`src/rtl/vga_frame_receiver_if.sv`:
```
// Video stream bundle between a sync/RGB source and the frame receiver.
// The source drives active-low hsync/vsync plus 3:3:3 colour; the receiver only listens.
interface vga_frame_receiver_if;
    logic       hsync_n;
    logic       vsync_n;
    logic [2:0] color_r;
    logic [2:0] color_g;
    logic [2:0] color_b;

    modport master (output hsync_n, vsync_n, color_r, color_g, color_b);
    modport slave  (input  hsync_n, vsync_n, color_r, color_g, color_b);
endinterface

```
`src/rtl/vga_frame_receiver.sv`:
```
// VGA frame receiver: recovers pixel coordinates from an hsync/vsync/RGB stream,
// measures line and frame length, declares lock after consecutive good frames
// and flags lock loss or sync timeout in a sticky error bit.
// Optional feature: define VGA_RX_CRC_EN to add a per-frame CRC-16-CCITT of the
// active pixels (frame_crc / frame_crc_vld).
module vga_frame_receiver #(
    parameter int PIX_DIV     = 2,
    parameter int H_TOTAL     = 800,
    parameter int H_BACK      = 144,
    parameter int H_ACT       = 640,
    parameter int V_TOTAL     = 525,
    parameter int V_BACK      = 35,
    parameter int V_ACT       = 480,
    parameter int LOCK_FRAMES = 2
) (
    input  logic                  clk_clk,
    input  logic                  reset_reset_n,
    vga_frame_receiver_if.slave   vid,
    input  logic                  err_clr,
    output logic                  pix_valid,
    output logic [9:0]            pix_x,
    output logic [9:0]            pix_y,
    output logic [8:0]            pix_rgb,
    output logic                  frame_start,
    output logic [10:0]           line_len,
    output logic [10:0]           frame_lines,
    output logic                  locked,
    output logic                  err_sticky
`ifdef VGA_RX_CRC_EN
    ,
    output logic [15:0]           frame_crc,
    output logic                  frame_crc_vld
`endif
);

    localparam logic [2:0]  DIV_LAST = 3'(PIX_DIV - 1);
    localparam logic [10:0] CNT_MAX  = 11'h7FF;
    localparam logic [10:0] H_TOT_W  = 11'(H_TOTAL);
    localparam logic [10:0] V_TOT_W  = 11'(V_TOTAL);
    localparam logic [10:0] H_LO     = 11'(H_BACK);
    localparam logic [10:0] H_HI     = 11'(H_BACK + H_ACT);
    localparam logic [10:0] V_LO     = 11'(V_BACK);
    localparam logic [10:0] V_HI     = 11'(V_BACK + V_ACT);
    localparam logic [3:0]  LOCK_N   = 4'(LOCK_FRAMES);

    typedef enum logic [1:0] {
        SEARCH = 2'd0,
        TRACK  = 2'd1,
        LOCKED = 2'd2
    } state_t;

    state_t      state;
    logic        hs1, hs1_d, vs1, clr1;
    logic [8:0]  rgb1;
    logic [2:0]  div;
    logic [10:0] h_cnt, v_cnt;
    logic        vs_line, line_err;
    logic [3:0]  good_cnt;

    logic        hs_fall, tick, fs, timeout, line_bad, frame_bad, err_set, pix_stb;
    logic [10:0] h_inc, v_inc, h_pix, v_pix;

    // Stage-1 input registers; hs1_d keeps the previous sample for edge detect.
    always_ff @(posedge clk_clk or negedge reset_reset_n) begin
        if (!reset_reset_n) begin
            hs1   <= 1'b0;
            hs1_d <= 1'b0;
            vs1   <= 1'b0;
            rgb1  <= '0;
            clr1  <= 1'b0;
        end else begin
            hs1   <= vid.hsync_n;
            hs1_d <= hs1;
            vs1   <= vid.vsync_n;
            rgb1  <= {vid.color_r, vid.color_g, vid.color_b};
            clr1  <= err_clr;
        end
    end

    // Event decode; h_pix/v_pix are the coordinates of the pixel ticked this clk.
    always_comb begin
        hs_fall   = hs1_d & ~hs1;
        tick      = hs_fall | (div == DIV_LAST);
        h_inc     = (h_cnt == CNT_MAX) ? CNT_MAX : h_cnt + 11'd1;
        v_inc     = (v_cnt == CNT_MAX) ? CNT_MAX : v_cnt + 11'd1;
        fs        = hs_fall & vs_line & ~vs1;
        h_pix     = hs_fall ? 11'd0 : h_inc;
        v_pix     = hs_fall ? (fs ? 11'd0 : v_inc) : v_cnt;
        timeout   = tick & ~hs_fall & (h_cnt == CNT_MAX - 11'd1);
        // Lines are only judged once a frame start has been seen; the line
        // in progress when SEARCH was left may be partial.
        line_bad  = (state != SEARCH) & (h_inc != H_TOT_W);
        frame_bad = line_err | line_bad | (v_inc != V_TOT_W);
        err_set   = (state == LOCKED) & (timeout | (fs & frame_bad));
        pix_stb   = tick & (state != SEARCH)
                  & (h_pix >= H_LO) & (h_pix < H_HI)
                  & (v_pix >= V_LO) & (v_pix < V_HI);
    end

    // Pixel divider, line/frame counters and line/frame length capture.
    always_ff @(posedge clk_clk or negedge reset_reset_n) begin
        if (!reset_reset_n) begin
            div         <= '0;
            h_cnt       <= '0;
            v_cnt       <= '0;
            vs_line     <= 1'b0;
            line_err    <= 1'b0;
            line_len    <= '0;
            frame_lines <= '0;
            frame_start <= 1'b0;
        end else begin
            frame_start <= fs;
            if (hs_fall) begin
                div      <= '0;
                h_cnt    <= '0;
                line_len <= h_inc;
                vs_line  <= vs1;
                if (fs) begin
                    v_cnt       <= '0;
                    frame_lines <= v_inc;
                    line_err    <= 1'b0;
                end else begin
                    v_cnt <= v_inc;
                    if (line_bad)
                        line_err <= 1'b1;
                end
            end else begin
                div <= tick ? 3'd0 : div + 3'd1;
                if (tick)
                    h_cnt <= h_inc;
            end
        end
    end

    // Registered pixel strobe with active-area coordinates and colour.
    always_ff @(posedge clk_clk or negedge reset_reset_n) begin
        if (!reset_reset_n) begin
            pix_valid <= 1'b0;
            pix_x     <= '0;
            pix_y     <= '0;
            pix_rgb   <= '0;
        end else begin
            pix_valid <= pix_stb;
            if (pix_stb) begin
                pix_x   <= 10'(h_pix - H_LO);
                pix_y   <= 10'(v_pix - V_LO);
                pix_rgb <= rgb1;
            end
        end
    end

    // Lock FSM with good-frame counter and sticky error; a new error beats err_clr.
    always_ff @(posedge clk_clk or negedge reset_reset_n) begin
        if (!reset_reset_n) begin
            state      <= SEARCH;
            good_cnt   <= '0;
            locked     <= 1'b0;
            err_sticky <= 1'b0;
        end else begin
            if (err_set)
                err_sticky <= 1'b1;
            else if (clr1)
                err_sticky <= 1'b0;

            if (timeout) begin
                state    <= SEARCH;
                good_cnt <= '0;
                locked   <= 1'b0;
            end else if (fs) begin
                case (state)
                    SEARCH: begin
                        state    <= TRACK;
                        good_cnt <= '0;
                    end
                    TRACK: begin
                        if (frame_bad) begin
                            good_cnt <= '0;
                        end else begin
                            good_cnt <= good_cnt + 4'd1;
                            if (good_cnt + 4'd1 == LOCK_N) begin
                                state  <= LOCKED;
                                locked <= 1'b1;
                            end
                        end
                    end
                    LOCKED: begin
                        if (frame_bad) begin
                            state    <= TRACK;
                            good_cnt <= '0;
                            locked   <= 1'b0;
                        end
                    end
                    default: begin
                        state    <= SEARCH;
                        good_cnt <= '0;
                        locked   <= 1'b0;
                    end
                endcase
            end
        end
    end

`ifdef VGA_RX_CRC_EN
    logic [15:0] crc_acc;

    // CRC-16-CCITT, MSB first, over one pixel zero-extended to 16 bits.
    function automatic logic [15:0] crc_step(input logic [15:0] c, input logic [8:0] rgb);
        logic [15:0] r;
        logic [15:0] d;
        logic        fb;
        r = c;
        d = {7'b0, rgb};
        for (int i = 15; i >= 0; i--) begin
            fb = r[15] ^ d[i];
            r  = {r[14:0], 1'b0};
            if (fb)
                r = r ^ 16'h1021;
        end
        return r;
    endfunction

    // Accumulate active pixels; publish at frame start if the frame was tracked from its start.
    always_ff @(posedge clk_clk or negedge reset_reset_n) begin
        if (!reset_reset_n) begin
            crc_acc       <= 16'hFFFF;
            frame_crc     <= '0;
            frame_crc_vld <= 1'b0;
        end else begin
            frame_crc_vld <= 1'b0;
            if (fs) begin
                crc_acc <= pix_stb ? crc_step(16'hFFFF, rgb1) : 16'hFFFF;
                if (state != SEARCH) begin
                    frame_crc     <= crc_acc;
                    frame_crc_vld <= 1'b1;
                end
            end else if (pix_stb) begin
                crc_acc <= crc_step(crc_acc, rgb1);
            end
        end
    end
`endif

endmodule

```
`src/flat_wrapper.sv`:
```
// flat-port wrapper written by rule: the top's interface ports become plain ports
module vga_frame_receiver_flat 
#(
    parameter int PIX_DIV     = 2,
    parameter int H_TOTAL     = 800,
    parameter int H_BACK      = 144,
    parameter int H_ACT       = 640,
    parameter int V_TOTAL     = 525,
    parameter int V_BACK      = 35,
    parameter int V_ACT       = 480,
    parameter int LOCK_FRAMES = 2
)
  (clk_clk, reset_reset_n, err_clr, pix_valid, pix_x, pix_y, pix_rgb, frame_start, line_len, frame_lines, locked, err_sticky, vid_hsync_n, vid_vsync_n, vid_color_r, vid_color_g, vid_color_b);
  vga_frame_receiver_if vid_i ();
  input  logic clk_clk;
  input  logic reset_reset_n;
  input  logic err_clr;
  output logic pix_valid;
  output logic [9:0] pix_x;
  output logic [9:0] pix_y;
  output logic [8:0] pix_rgb;
  output logic frame_start;
  output logic [10:0] line_len;
  output logic [10:0] frame_lines;
  output logic locked;
  output logic err_sticky;
  input wire logic [$bits(vid_i.hsync_n)-1:0] vid_hsync_n;
  input wire logic [$bits(vid_i.vsync_n)-1:0] vid_vsync_n;
  input wire logic [$bits(vid_i.color_r)-1:0] vid_color_r;
  input wire logic [$bits(vid_i.color_g)-1:0] vid_color_g;
  input wire logic [$bits(vid_i.color_b)-1:0] vid_color_b;
  assign vid_i.hsync_n = vid_hsync_n;
  assign vid_i.vsync_n = vid_vsync_n;
  assign vid_i.color_r = vid_color_r;
  assign vid_i.color_g = vid_color_g;
  assign vid_i.color_b = vid_color_b;
  vga_frame_receiver #(.PIX_DIV(PIX_DIV), .H_TOTAL(H_TOTAL), .H_BACK(H_BACK), .H_ACT(H_ACT), .V_TOTAL(V_TOTAL), .V_BACK(V_BACK), .V_ACT(V_ACT), .LOCK_FRAMES(LOCK_FRAMES)) u_core (.clk_clk(clk_clk), .reset_reset_n(reset_reset_n), .vid(vid_i), .err_clr(err_clr), .pix_valid(pix_valid), .pix_x(pix_x), .pix_y(pix_y), .pix_rgb(pix_rgb), .frame_start(frame_start), .line_len(line_len), .frame_lines(frame_lines), .locked(locked), .err_sticky(err_sticky));
endmodule
```
`config.mk`:
```
export PLATFORM = sky130hd
export DESIGN_NAME = vga_frame_receiver_flat
export DESIGN_NICKNAME = d
export VERILOG_FILES = /design/src/rtl/vga_frame_receiver_if.sv /design/src/rtl/vga_frame_receiver.sv /design/src/flat_wrapper.sv
export SDC_FILE = /design/constraint.sdc
export NUM_CORES = 1
export LEC_CHECK = 0
export CORE_MARGIN = 8
export CORE_UTILIZATION = 40
export CTS_BUF_LIST = sky130_fd_sc_hd__clkbuf_4 sky130_fd_sc_hd__clkbuf_8
export DETAILED_ROUTE_END_ITERATION = 10
export GPL_TIMING_DRIVEN = 0
export HOLD_SLACK_MARGIN = 0.15
export PLACE_DENSITY = 0.64
export SLEW_MARGIN = 20
export SYNTH_ARGS = -nofsm -noshare
export SYNTH_HDL_FRONTEND = slang
export SYNTH_SLANG_ARGS = --single-unit
```
`constraint.sdc`:
```
create_clock -name clk_clk -period 3.85 [get_ports clk_clk]
set_input_delay 0.5775 -clock clk_clk [delete_from_list [all_inputs] [get_ports clk_clk]]
set_output_delay 0.5775 -clock clk_clk [all_outputs]
set_load 0.01 [all_outputs]
```
==> results.yml, run 1 <==
clock_tree:
  root_buffer: "clkbuf_8"
  insertion_delay_ns: 0.39
  cts_setup_buffers: 0
  cts_buffers: 9
  cts.reportedPaths.clkPinSlew_ns: 0.10
  cts_max_level: 3
  cts_tree: "done"
  clock_path_buffers: 2
  cts_sinks: 101
min_path:
  holdCritPathClass: "reg -> reg"
logic_synthesis:
  synth_edf_count: 0
  ys.flop_type: "dfrtp_1"
  yosys-top-cells-area: "dfrtp_1 (47%), mux2_4 (7.8%), nand2_1 (4.1%)"
  synth.most_common_cell: "dfrtp_1"
  syn_avg_cell_area_um2: 10.6
  syn_inst: 508
  synth_nets: 532
  ys_seq_area_share_pct: 47.1
  ys_types: 80
  async_flop_share_pct: 100
  yosysTopAreaCellShare_pct: 47.1
  yosys_warnings: 0
  synth.cell_area_um2: 5370
  yosys.area.top_type: "dfrtp_1"
  yosys-top-cells-count: "dfrtp_1 (101), nand2_1 (58), nor2_1 (40)"
  synth-seq-cells: 101
placed_design:
  post-place-cells: 753
  place_area_um2: 6300
  place_hpwl_um: 9710
  globalplace.congestion: 0.866
  portBuffers: 68
critical_path:
  critical_path_buf_inv_count: 2
  cp_max_fo: 10
  worstPathCellList: "ha_1 -> and4_2 -> and3_1 -> buf_6 -> nor2_1 -> o21ai_0 -> ha_1 -> o21bai_1 -> nor4_1 -> o2111a_1 -> nor4_4 -> buf_6 -> mux2_4"
  arrival_ns: 3.93
  critical_path.max_stage_delay_ns: 0.51
  endpoint_kind: "flip-flop"
  critPathTopFamily: "simple AND/OR/NAND/NOR gates"
  crit_slowest_cell: "dfrtp_1"
  start_kind: "flip-flop"
  cp.required_ns: 4.13
  path_class: "reg -> reg"
timing:
  hold_ws_ns: 0.460
  fin_crit_ns: 3.65
  fin_crit_sh_pct: 94.7
  maxSlewViolCount: 0
  clock_skew_ns: 0.0116
  tns_ns: 0
  maxSlewHeadroom_pct: 60.3
  rsz0062_at_grt: "no"
  worst_slew_pin_slew_ns: 0.595
  max_freq_mhz: 274
  finalHoldViolations: 0
  final-setup-viol-count: 0
cells_and_area:
  fin_area_um2: 6530
  num-fill-cells: 1238
  layoutNonFillerInstCount: 769
  final_nets: 613
  area_delta_synth_final_pct: 21.5
  diodes: 0
  drive_gt1_share_pct: 16.7
floorplanning:
  dieWidth_um: 132
  fp.coreArea_um2: 13200
  initial_core_util_pct: 40.7
  die_area_um2: 17400
  rows: 42
  io_pins: 69
  die_h_um: 132
route:
  viasPerCell: 5.48
  first_pass_iters: 5
  routed_wl_um: 13500
  wl_per_cell_um: 17.6
  drtIter0Drc: 376
  drc: 0
  vias: 4213
  postRouteAntennaNets: 0
grt:
  grt_pass1_wl_um: 23100
  grt_start_max_net_pins: 75
  track_usage_pct: 16.2
  grt_pass1_vias: 4406
  grt-ovfl-total: 0
  grt_antenna_before_repair: 0
pwr:
  p_leak_nw: 2.77
  ir_worst_vdd_v: 0.000256
  total_power_w: 0.00281
  power_density_nw_per_um2: 431
job:
  maxCapViolations: 0
run_status:
  status: "finished, final reports clean"
[final timing paths]
| check | from | to | slack (ns) | cells after the start |
|---|---|---|---|---|
| max | u_core.v_cnt[1]$_DFF_PN0_ | u_core.pix_x[4]$_DFFE_PN0P_ | 0.20 | 13 |
| min | u_core.hs1$_DFF_PN0_ | u_core.hs1_d$_DFF_PN0_ | 0.46 | 0 |
| max reg2reg | u_core.v_cnt[1]$_DFF_PN0_ | u_core.pix_x[4]$_DFFE_PN0P_ | 0.20 | 13 |
| min reg2reg | u_core.hs1$_DFF_PN0_ | u_core.hs1_d$_DFF_PN0_ | 0.46 | 0 |
| max in group asynchronous | reset_reset_n | u_core.v_cnt[7]$_DFF_PN0_ | 2.60 | 3 |
| min in group asynchronous | reset_reset_n | u_core.h_cnt[6]$_DFFE_PN0P_ | 0.61 | 2 |
[state kept, by name, indices dropped and copies added, names as in the netlist]
name and flops:
u_core.frame_start 1, u_core.state 2, u_core.pix_y 10, u_core.pix_rgb 9, u_core.good_cnt 4, u_core.pix_valid 1, u_core.frame_lines 11, u_core.vs_line 1
u_core.locked 1, u_core.h_cnt 11, u_core.pix_x 10, u_core.hs1 1, u_core.line_len 11, u_core.div 3, u_core.v_cnt 11, u_core.clr1 1
u_core.hs1_d 1, u_core.vs1 1, u_core.err_sticky 1, u_core.rgb1 9, u_core.line_err 1
[cell usage in the layout (no fill, tap or decap), drive strengths merged, types with 5 or more instances in the layout]
master	instances
nor2b	5
nor4	6
inv	20
dfrtp	101
ha	10
clkbuf	23
nand2	58
mux2	30
a211oi	7
buf	23
clkdlybuf4s50	67
a31oi	14
and4	8
xnor2	11
and2	6
o21ai	33
and3	7
nand4	9
nor3	6
nor2	41
xor2	7
a21oi	21
o211ai	6
nand3	16
[power by group]
part | switching [W] | internal [W]
clock | 0.000386 | 0.000374
sequential | 0.0000971 | 0.00117
combinational | 0.000454 | 0.000337
total | 0.000937 | 0.00188
[timing repair]
action,4_1_cts,5_1_grt
hold buffers,1,0
setup endpoints to repair,0,29
gates resized for setup,0,3
endpoints found under the hold margin,27,0
[kinds of logic after synthesis]
family	count (synthesis)	share of synthesized area (%)
simple gates	176	17.9
compound gates	118	15.9
flops	101	47.1
buf+inv	52	5.10
mux	33	8.80
xor+xnor	18	2.93
fa+ha+maj	10	2.33
[final cells by class]
cell class,instances,area (um^2),area share (%)
Timing Repair Buffer,70,719,11.0
Inverter,18,67.6,1.04
Tap cell,176,220,3.37
Buffer,34,209,3.20
Clock buffer,10,131,2.01
Multi-Input combinational cell,355,2570,39.4
Sequential cell,101,2530,38.7
Clock inverter,5,82.6,1.27
[layer usage]
layer | global-route usage, % | vias up | share of wire [%]
met5 | 0 | - | 0
met4 | 7.91 | 0 | 2.3
met3 | 3.58 | 25 | 5.0
met2 | 25.0 | 133 | 46
met1 | 21.1 | 2072 | 46
li1 | - | 1983 | -
[metrics by stage]
step	worst slack, ns	util [%]
3_5_place_dp	0.0942	47.8
5_1_grt	0.00649	49.5
2_1_floorplan	0.802	-
4_1_cts	0.0405	49.5
3_3_place_gp	-1.64	47.6
6_report	0.203	49.5
Note: power is estimated with default switching activity, not from simulation.
==> inputs of run 2 (changes only) <==
CAP_MARGIN = 25   (was default)
SLEW_MARGIN = 5   (was 20)
==> results.yml, run 2 (synthesis results as in run 1) <==
clock_tree:
  root_buffer: "clkbuf_8"
  cts_hold_buf: 0
  clock_path_buffers: 2
  cts_max_level: 3
  insertion_delay_ns: 0.38
  cts_buffers: 9
  cts_tree: "done"
  cts_sinks: 101
  cts.reportedPaths.clkPinSlew_ns: 0.10
critical_path:
  critPathTopFamily: "buffers and inverters"
  critical_path.max_stage_delay_ns: 0.42
  critical_path_buf_inv_count: 3
  path_class: "reg -> reg"
  cp_max_fo: 10
  cp.required_ns: 4.12
  crit_slowest_cell: "dfrtp_1"
  arrival_ns: 3.82
  worstPathCellList: "nand2b_1 -> clkbuf_2 -> buf_1 -> nand2_1 -> o21ai_0 -> ha_1 -> o21bai_1 -> nor4_1 -> o2111a_1 -> nor4_4 -> buf_6 -> mux2_4"
  start_kind: "flip-flop"
  rrSetupSlack_ns: 0.30
  endpoint_kind: "flip-flop"
grt:
  grt_antenna_before_repair: 0
  grt-ovfl-total: 0
  grt_pass1_wl_um: 23000
  grt_start_max_net_pins: 56
  grt_pass1_vias: 4416
  track_usage_pct: 16.1
placed_design:
  globalplace.congestion: 0.866
  place_area_um2: 6300
  place_hpwl_um: 9790
  portBuffers: 68
timing:
  max_freq_mhz: 282
  fin_crit_sh_pct: 92.2
  fin_crit_ns: 3.55
  final-setup-viol-count: 0
  maxSlewViolCount: 0
  tns_ns: 0
  clock_skew_ns: 0.0100
  rsz0062_at_grt: "no"
  hold_ws_ns: 0.252
  maxSlewHeadroom_pct: 51.3
  worst_slew_pin_slew_ns: 0.730
  finalHoldViolations: 0
floorplanning:
  dieWidth_um: 132
  die_area_um2: 17400
  fp.coreArea_um2: 13200
  io_pins: 69
  die_h_um: 132
  rows: 42
  initial_core_util_pct: 40.7
cells_and_area:
  final_cell_mix: "dfrtp_1 (100), clkdlybuf4s50_1 (67), nand2_1 (58)"
  mostFrequentLayoutCell: "dfrtp_1"
  drive_gt1_share_pct: 16.9
  fin_area_um2: 6500
  final_nets: 612
  area_delta_synth_final_pct: 21.0
  diodes: 0
  num-fill-cells: 1245
min_path:
  holdCritPathClass: "in -> async"
route:
  drc: 0
  routed_wl_um: 13500
  postRouteAntennaNets: 0
  drtIter0Drc: 344
  wl_per_cell_um: 17.6
  vias: 4188
  first_pass_iters: 5
  viasPerCell: 5.45
pwr:
  power_density_nw_per_um2: 423
  ir_worst_vdd_v: 0.000413
  p_leak_nw: 2.76
run_status:
  status: "finished, final reports clean"
job:
  maxCapViolations: 0
## run 2: cell count changes in the layout (fill, tap and decap cells not counted), sizes merged
cell / previous run / this run
clkinv: 1 / 3
bufinv: 2 / 1
clkbuf: 23 / 22
dlygate4sd3: 1 / 0
## run 2: report_power, final
group / switching (W) / internal (W)
clock network: 0.000391 / 0.000305
registers: 0.0000974 / 0.00117
logic: 0.000455 / 0.000336
## run 2: area by class of cell
type	count	area, um^2	area share, %
Timing Repair Buffer	69	706	10.9
Inverter	18	67.6	1.04
Clock buffer	9	124	1.91
Sequential cell	101	2530	38.9
Clock inverter	6	72.6	1.12
Buffer	34	209	3.22
Multi-Input combinational cell	355	2570	39.6
Tap cell	176	220	3.39
## run 2: routing by layer
metal | routed length [um] | up-vias | global-route usage, %
met2 | 6220 | 127 | 25.3
met4 | 355 | 0 | 7.47
met5 | 0 | - | 0
li1 | - | 1985 | -
met3 | 711 | 27 | 3.51
met1 | 6200 | 2049 | 20.8
## run 2: worst register-to-register path, cell delays in order (launching register included)
cell	delay [ns]
dfrtp_1	0.42
nand2b_1	0.33
clkbuf_2	0.34
buf_1	0.42
nand2_1	0.09
o21ai_0	0.14
ha_1	0.24
o21bai_1	0.17
nor4_1	0.08
o2111a_1	0.29
nor4_4	0.35
buf_6	0.24
mux2_4	0.32
## run 2: timing repair
| action | in CTS | in global routing |
|---|---|---|
| gates resized for setup | 0 | 4 |
| endpoints found under the setup margin | 0 | 29 |
| setup buffers | 0 | 0 |
## run 2: path summary, 6_finish.rpt
| path | from | endpoint | depth (start not counted) |
|---|---|---|---|
| max reg2reg | u_core.hs1$_DFF_PN0_ | u_core.pix_x[3]$_DFFE_PN0P_ | 12 |
| max in group asynchronous | reset_reset_n | u_core.v_cnt[1]$_DFF_PN0_ | 2 |
| min reg2reg | u_core.hs1$_DFF_PN0_ | u_core.hs1_d$_DFF_PN0_ | 0 |
| min | reset_reset_n | u_core.frame_lines[7]$_DFFE_PN0P_ | 1 |
| min in group clk_clk | u_core.hs1$_DFF_PN0_ | u_core.hs1_d$_DFF_PN0_ | 0 |
| max | u_core.hs1$_DFF_PN0_ | u_core.pix_x[3]$_DFFE_PN0P_ | 12 |
## run 2: stage by stage
| stage | utilization [%] | cells | setup WS [ns] | total power, W |
|---|---|---|---|---|
| CTS | 49.2 | 768 | 0.0592 | 0.00278 |
| detailed placement | 47.7 | 753 | 0.102 | 0.00207 |
| global route | 49.3 | 768 | 0.0358 | 0.00292 |
| finish | 49.3 | 768 | 0.300 | 0.00275 |
| global placement | 47.6 | 752 | -1.64 | 0.00205 |
| floorplan | - | 508 | 0.802 | 0.00177 |
==> inputs of run 3 (changes only) <==
CTS_CLUSTER_SIZE = 12   (was default)
==> results of run 3 <==
Final layout, timing and power as in run 2 (identical DEF).
